File: src/rtl/toggle_monitor.sv
// Toggle monitor: measures half-period of a synchronous toggling input,
// flags early/late intervals and missing edges, and reports lock.
module toggle_monitor #(
  parameter int CNT_W   = 8,
  parameter int EXPECT  = 1,
  parameter int TOL     = 0,
  parameter int TIMEOUT = 16,
  parameter int LOCK_N  = 4
) (
  input  logic             clk,
  input  logic             rst,
  input  logic             enable,
  input  logic             din,
  input  logic             clr,
  output logic [CNT_W-1:0] half_period,
  output logic             period_valid,
  output logic             err_early,
  output logic             err_late,
  output logic             timeout,
  output logic             locked,
  output logic [15:0]      edge_count
);

  typedef enum logic [1:0] {IDLE, ACQUIRE, MEASURE} state_t;

  localparam int LO_I  = (EXPECT - TOL < 1) ? 1 : EXPECT - TOL;
  localparam int HI_I  = EXPECT + TOL;
  localparam int RUN_W = $clog2(LOCK_N + 1);

  localparam logic [31:0]      LO      = 32'(LO_I);
  localparam logic [31:0]      HI      = 32'(HI_I);
  localparam logic [31:0]      TO_LIM  = 32'(TIMEOUT);
  localparam logic [31:0]      LOCK_LIM = 32'(LOCK_N);
  localparam logic [RUN_W-1:0] RUN_MAX = RUN_W'(LOCK_N);

  state_t           state_q, state_d;
  logic             din_q;
  logic [CNT_W-1:0] cnt;
  logic [RUN_W-1:0] run;

  logic        edge_det;
  logic [31:0] cnt_ext;
  logic        meas_edge;
  logic        to_fire;
  logic        early;
  logic        late;

  always_comb begin
    edge_det  = din ^ din_q;
    cnt_ext   = 32'(cnt);
    meas_edge = (state_q == MEASURE) && enable && edge_det;
    to_fire   = (state_q == MEASURE) && enable && !edge_det && (cnt_ext >= TO_LIM);
    early     = meas_edge && (cnt_ext < LO);
    late      = meas_edge && (cnt_ext > HI);

    state_d = state_q;
    unique case (state_q)
      IDLE:    if (enable) state_d = ACQUIRE;
      ACQUIRE: if (edge_det) state_d = MEASURE;
      MEASURE: if (to_fire) state_d = ACQUIRE;
      default: state_d = IDLE;
    endcase
    if (!enable) state_d = IDLE;
  end

  always_ff @(posedge clk) begin
    if (rst) begin
      state_q      <= IDLE;
      din_q        <= 1'b0;
      cnt          <= '0;
      run          <= '0;
      half_period  <= '0;
      period_valid <= 1'b0;
      err_early    <= 1'b0;
      err_late     <= 1'b0;
      timeout      <= 1'b0;
      locked       <= 1'b0;
      edge_count   <= '0;
    end else begin
      state_q <= state_d;
      din_q   <= din;

      if (edge_det)
        cnt <= CNT_W'(1);
      else if (cnt != '1)
        cnt <= cnt + CNT_W'(1);

      period_valid <= meas_edge;
      if (meas_edge) begin
        half_period <= cnt;
        edge_count  <= edge_count + 16'd1;
      end

      // A new event in the same cycle takes precedence over clr.
      err_early <= early   | (err_early & ~clr);
      err_late  <= late    | (err_late  & ~clr);
      timeout   <= to_fire | (timeout   & ~clr);

      if (!enable || to_fire) begin
        run    <= '0;
        locked <= 1'b0;
      end else if (meas_edge) begin
        if (early || late) begin
          run    <= '0;
          locked <= 1'b0;
        end else begin
          if (run < RUN_MAX) run <= run + RUN_W'(1);
          if (32'(run) + 32'd1 >= LOCK_LIM) locked <= 1'b1;
        end
      end
    end
  end

endmodule

File: config.mk
export PLATFORM = sky130hd
export DESIGN_NAME = toggle_monitor
export DESIGN_NICKNAME = d
export VERILOG_FILES = /design/src/rtl/toggle_monitor.sv
export SDC_FILE = /design/constraint.sdc
export NUM_CORES = 1
export LEC_CHECK = 0
export ABC_AREA = 1
export CORE_MARGIN = 2
export CORE_UTILIZATION = 56
export CTS_CLUSTER_SIZE = 8
export DETAILED_ROUTE_END_ITERATION = 6
export GPL_ROUTABILITY_DRIVEN = 1
export PLACE_DENSITY = 0.83
export REMOVE_ABC_BUFFERS = 1
export SLEW_MARGIN = 20
export SYNTH_ARGS = -nofsm -noshare
export SYNTH_HDL_FRONTEND = slang
export SYNTH_SLANG_ARGS = --single-unit
File: constraint.sdc
create_clock -name clk -period 3.6 [get_ports clk]
set_input_delay 1.08 -clock clk [delete_from_list [all_inputs] [get_ports clk]]
set_output_delay 1.08 -clock clk [all_outputs]
set_load 0.1 [all_outputs]
**Yosys cells after proc, flatten, opt, wreduce, memory -nomap -nowiden**

Index checks and enable logic that the tools add are counted.

- $add $sub $neg: 4
- Bitwise operators: 9
- Order comparisons: 5
- Equal/unequal tests: 5
- Reductions and logical operators: 20
- Muxes and demuxes: 9

Operators by type and width:

| operator | number |
|---|---|
| adder 16 x 1 -> 16 bit (second input constant) | 1 |
| adder 8 x 1 -> 8 bit (second input constant) | 1 |
| greater-or-equal comparator 8 x 5 -> 1 bit (second input constant) | 1 |
| greater-than comparator 8 x 1 -> 1 bit (second input constant) | 1 |
| less-than comparator 8 x 1 -> 1 bit (second input constant) | 1 |
| inequality test 8 bit (second input constant) | 1 |
| logical AND 1 bit | 6 |
| 2-to-1 mux 3 bit | 2 |
| one-hot mux 2 bit (3 select lines) | 1 |
| AND reduction 2 bit | 3 |
| nonzero test 2 bit | 3 |
| OR reduction 2 bit | 3 |
| adder 3 x 1 -> 4 bit (second input constant) | 1 |
| greater-or-equal comparator 4 x 3 -> 1 bit (second input constant) | 1 |
| 2-to-1 mux 1 bit | 4 |
| 2-to-1 mux 2 bit | 2 |
| inequality test 2 bit (second input constant) | 2 |
| adder 3 x 1 -> 3 bit (second input constant) | 1 |
| AND 1 bit | 3 |
| less-than comparator 3 bit (second input constant) | 1 |
| bitwise OR 1 bit | 3 |
| == test 2 x 1 -> 1 bit (second input constant) | 1 |
| == test 2 bit (second input constant) | 1 |
| logical NOT 1 bit | 2 |
| other kinds (4) | 6 |

- Input port bits: 5
- Register bits: 43
- Logic and storage cells: 64
- Output and inout port bits: 29

**Longest topological paths before layout**

- Depth after elaboration: 7
- Gate-level depth with buffers: 10
- Depth with buffers taken out: 10

**Worst setup path before layout**

OpenSTA, ideal clock, no wires.

- Path type: reg-to-reg
- From: register edge_count[0]
- To: register edge_count[8]
- Stages on the path, launching flop included: 8
- Data required time: 3468 ps
- Arrival: 1970 ps
- Library setup time: 132 ps
- Slack: 1498 ps
- Path through: dfxtp_1 > ha_1 > inv_1 > nor2_1 > nand2_1 > xnor2_1 > nand2_1 > a21oi_1

- Longest elaborated chain between the ends: 1

Ends and longest elaborated chain:

| what | RTL line | source |
|---|---|---|
| start: declaration | 21 | `output logic [15:0] edge_count` |
| start signal: assignment | 91 | `edge_count <= edge_count + 16'd1;` |
| adder 16 x 1 -> 16 bit | 91 |  |

No other way between the ends.
A chain may end at the register's enable or synchronous reset.

**Worst setup path in the final report**

- From: input port din
- To: register edge_count[2]

- Longest elaborated chain between the ends: 2

Ends and longest elaborated chain:

| what | RTL line | source |
|---|---|---|
| start: declaration | 13 | `input logic din,` |
| bitwise XOR 1 bit | 49 | `edge_det = din ^ din_q;` |
| logical AND 1 bit | 51 | `meas_edge = (state_q == MEASURE) && enable && edge_det;` |

No other way between the ends.

==> impl_results.md <==
* Via/cell ratio at 5.10
* Share of the synthesized area in the top cell type at a little over two fifths
* Max Buffers Root-to-Sink at 2
* Critical Path Sink Type: flop
* Critical path peak fanout at 36
* Fillers at between 300 and 400
* Layout cells sized above 1 at roughly 14%
* Number of post-CTS setup repair buffers at 0
* Pwr Density at ~370 nW/um^2
* Die Ht at 64.6 um
* Final Wtd Congestion at roughly 0.80
* Slack of the critical path at approximately 1100 ps
* Area leader, netlist: dfxtp_1
* Crit-path slowest cell: clkdlybuf4s50_1
* Outcome: completed
* Mean Syn Cell Area at approximately 7.0 sq um
* Final setup viols at 0
* Wire per inst at 11.6 um
* Clock latency on the worst-skew pair at around 300 ps
* Via count at a little under 2,000
* Pins Over Slew Limit at 0
* Die width at 64.6 um
* Delay-heaviest family, CP: buffers and inverters
* Post-cts repair resize count at 0
* Yosys cell types at 28
* Ys flop type: dfxtp_1
* Max Clk Rate at 396 MHz
* CP peak stage delay at 470 ps
* Synth area leaders: dfxtp_1 (42%), nand2_1 (14%), a21oi_1 (7.8%)
* Relative slew slack at between 60% and 70%
* TritonCTS Sinks at 43
* Max VDD drop at ~0.4 mV
* TritonCTS clock tree: done
* Clk_skew at roughly 6.3 ps
* CP startpoint kind: input port
* I/O pin cnt at 34
* Critical path type: in2reg
* CP most frequent cell: nand2_1
* Worst Tran Pin Value at roughly 450 ps
* Post-Route WL at roughly 4400 um
* Most frequent cells after synthesis: nand2_1 (79), dfxtp_1 (43), nor2_1 (36)
* Async S/R FF share, synth at 0%
* Final critical-path share of the clock period at between 70% and 80%
* CTS hold repair buffers at 0
* Pre-antenna DRT Iters at 4
* Number of synthesized flops with an enable pin at 0
* Final ANT Viol Nets at 0
* Register area share after synthesis at roughly two fifths
* Synth-to-layout area growth at 19.5%
* Post-Syn Instances at 294
* RSZ-0062 raised after global routing: no
* Total gr overflow at 0
* Largest net degree at the start of global routing at 37
* Vias in the first global route at ~1,700
* Worst path cell trace: clkdlybuf4s50_1 -> inv_1 -> nand2_1 -> nand2_2 -> nor2_8 -> inv_2 -> o21ai_0 -> nand2_1 -> nor2_1
* Row Count at 22
* Post-Route Setup TNS at 0 ps
* WP data arrival at ~2800 ps
* Final total power at 916 uW
* Post-layout min period at about 2500 ps
* # placed instances at about 370
* Initial antenna violation count at 0
* Final Hold Viols at 0
* Cell with the most instances after synthesis: nand2_1
* CORE AREA at approximately 3600 sq um
* Netlist Area Pre-Place at about 2100 sq um
* P_leak at between 1 and 1.5 nW
* Finished Layout Cells at roughly 380
* Port bufs at 33
* Number of buffer and inverter stages on the critical path at 3
* First-pass GRT wire length at ~7400 um
* ANT cells at 0
* Placement Setup Slack at about 800 ps
* Gr usage total at between 20% and 30%
* Hold Crit Class: reg2reg
* Clock Tree Root: clkbuf_8
* Post-DP HPWL at 3150 um
* Syn. warnings at 0
* H-tree levels at 2
* Max cap viols at 0
* Die area at between 4000 and 5000 sq um
* Drc violations at 0
* Critical path required time at 3840 ps
* Seq cells post-synth at 43
* Iter 0 DRT Violations at 141
* Inserted Clock Buffers at 5
* Starting Density at 57.0%
* Layout Nets at 339
* CTS clock-pin slew for the worst setup and hold paths at 80 ps
## sequential cells by signal (all words and copies together), names as in the netlist
name	flops
half_period	8
cnt	8
run	3
timeout	1
locked	1
state_q	2
edge_count	16
period_valid	1
err_late	1
err_early	1
din_q	1
## cell type report
class | instances | area [sq um] | area share (%)
Tap cell | 48 | 60.1 | 2.44
Sequential cell | 43 | 861 | 35.0
Timing Repair Buffer | 34 | 265 | 10.8
Clock buffer | 6 | 82.6 | 3.36
Clock inverter | 2 | 35.0 | 1.43
Multi-Input combinational cell | 209 | 1020 | 41.6
Inverter | 35 | 131 | 5.35
## through the flow
| stage | instance area (sq um) | util [%] | hold WS (ps) |
|---|---|---|---|
| after CTS | 2460 | 68.1 | 477 |
| after global routing | 2460 | 68.1 | 494 |
| after detailed placement | 2340 | 64.9 | 465 |
| after floorplan | 2010 | - | 460 |
| final | 2460 | 68.1 | 467 |
| after global placement | 2340 | 64.9 | 460 |
## cells in the final DEF (no fill, tap or decap), drive strengths merged
cell type | synthesis | final
a211oi | 2 | 2
a21boi | 1 | 1
a21oi | 32 | 32
a311oi | 1 | 1
a31oi | 3 | 3
buf | 4 | 30
bufinv | 0 | 1
clkbuf | 3 | 6
clkdlybuf4s50 | 0 | 4
clkinv | 1 | 2
dfxtp | 43 | 43
ha | 6 | 6
inv | 34 | 34
nand2 | 81 | 81
nand3 | 10 | 10
nand3b | 2 | 2
nand4 | 4 | 4
nor2 | 39 | 39
nor3 | 2 | 2
o21ai | 21 | 21
or2 | 1 | 1
xnor2 | 3 | 3
xor2 | 1 | 1
## layer usage
metal  wire (um)  global-route usage [%]  vias to the layer above
met1        1960                    27.7                      871
met2        2180                    39.2                       45
li1            -                       -                     1004
met5           0                       0                        -
met3         186                    5.90                        4
met4          42                    7.18                        0
## where the power goes
part           total [mW]  switching, mW  internal [mW]  leakage [nW]
Combinational      0.0444         0.0308         0.0136         0.596
Clock               0.389          0.164          0.224        0.0612
Sequential          0.483        0.00336          0.480         0.347
Total               0.916          0.198          0.718          1.00
## worst register-to-register path: stages, from the launching register on
cell     delay (ps)
dfxtp_1         300
inv_1           110
nand3_2         140
nor2_8          410
inv_2           250
o21ai_0         210
nand2_1          60
nor2_1           80
## cells by family (layout without fill, tap and decap cells)
group / after synthesis / in the layout / synth area share, %
flip-flops: 43 / 43 / 41.9
AND/OR/NAND/NOR: 139 / 139 / 29.0
buffers and inverters: 42 / 77 / 8.40
adder cells (fa/ha/maj): 6 / 6 / 3.65
AO/OA/AOI/OAI: 60 / 60 / 15.3
XOR/XNOR: 4 / 4 / 1.70
## path summary, 6_finish.rpt
| path | slack (ps) | from | end | cells after the start |
|---|---|---|---|---|
| max | 1070 | din | edge_count[2]$_SDFFE_PP0P_ | 9 |
| min | 470 | timeout$_SDFF_PP0_ | timeout$_SDFF_PP0_ | 2 |
| max reg2reg | 1990 | state_q[0]$_SDFFE_PP0P_ | edge_count[2]$_SDFFE_PP0P_ | 7 |
| min reg2reg | 470 | timeout$_SDFF_PP0_ | timeout$_SDFF_PP0_ | 2 |
(Power assumes the default switching activity.)
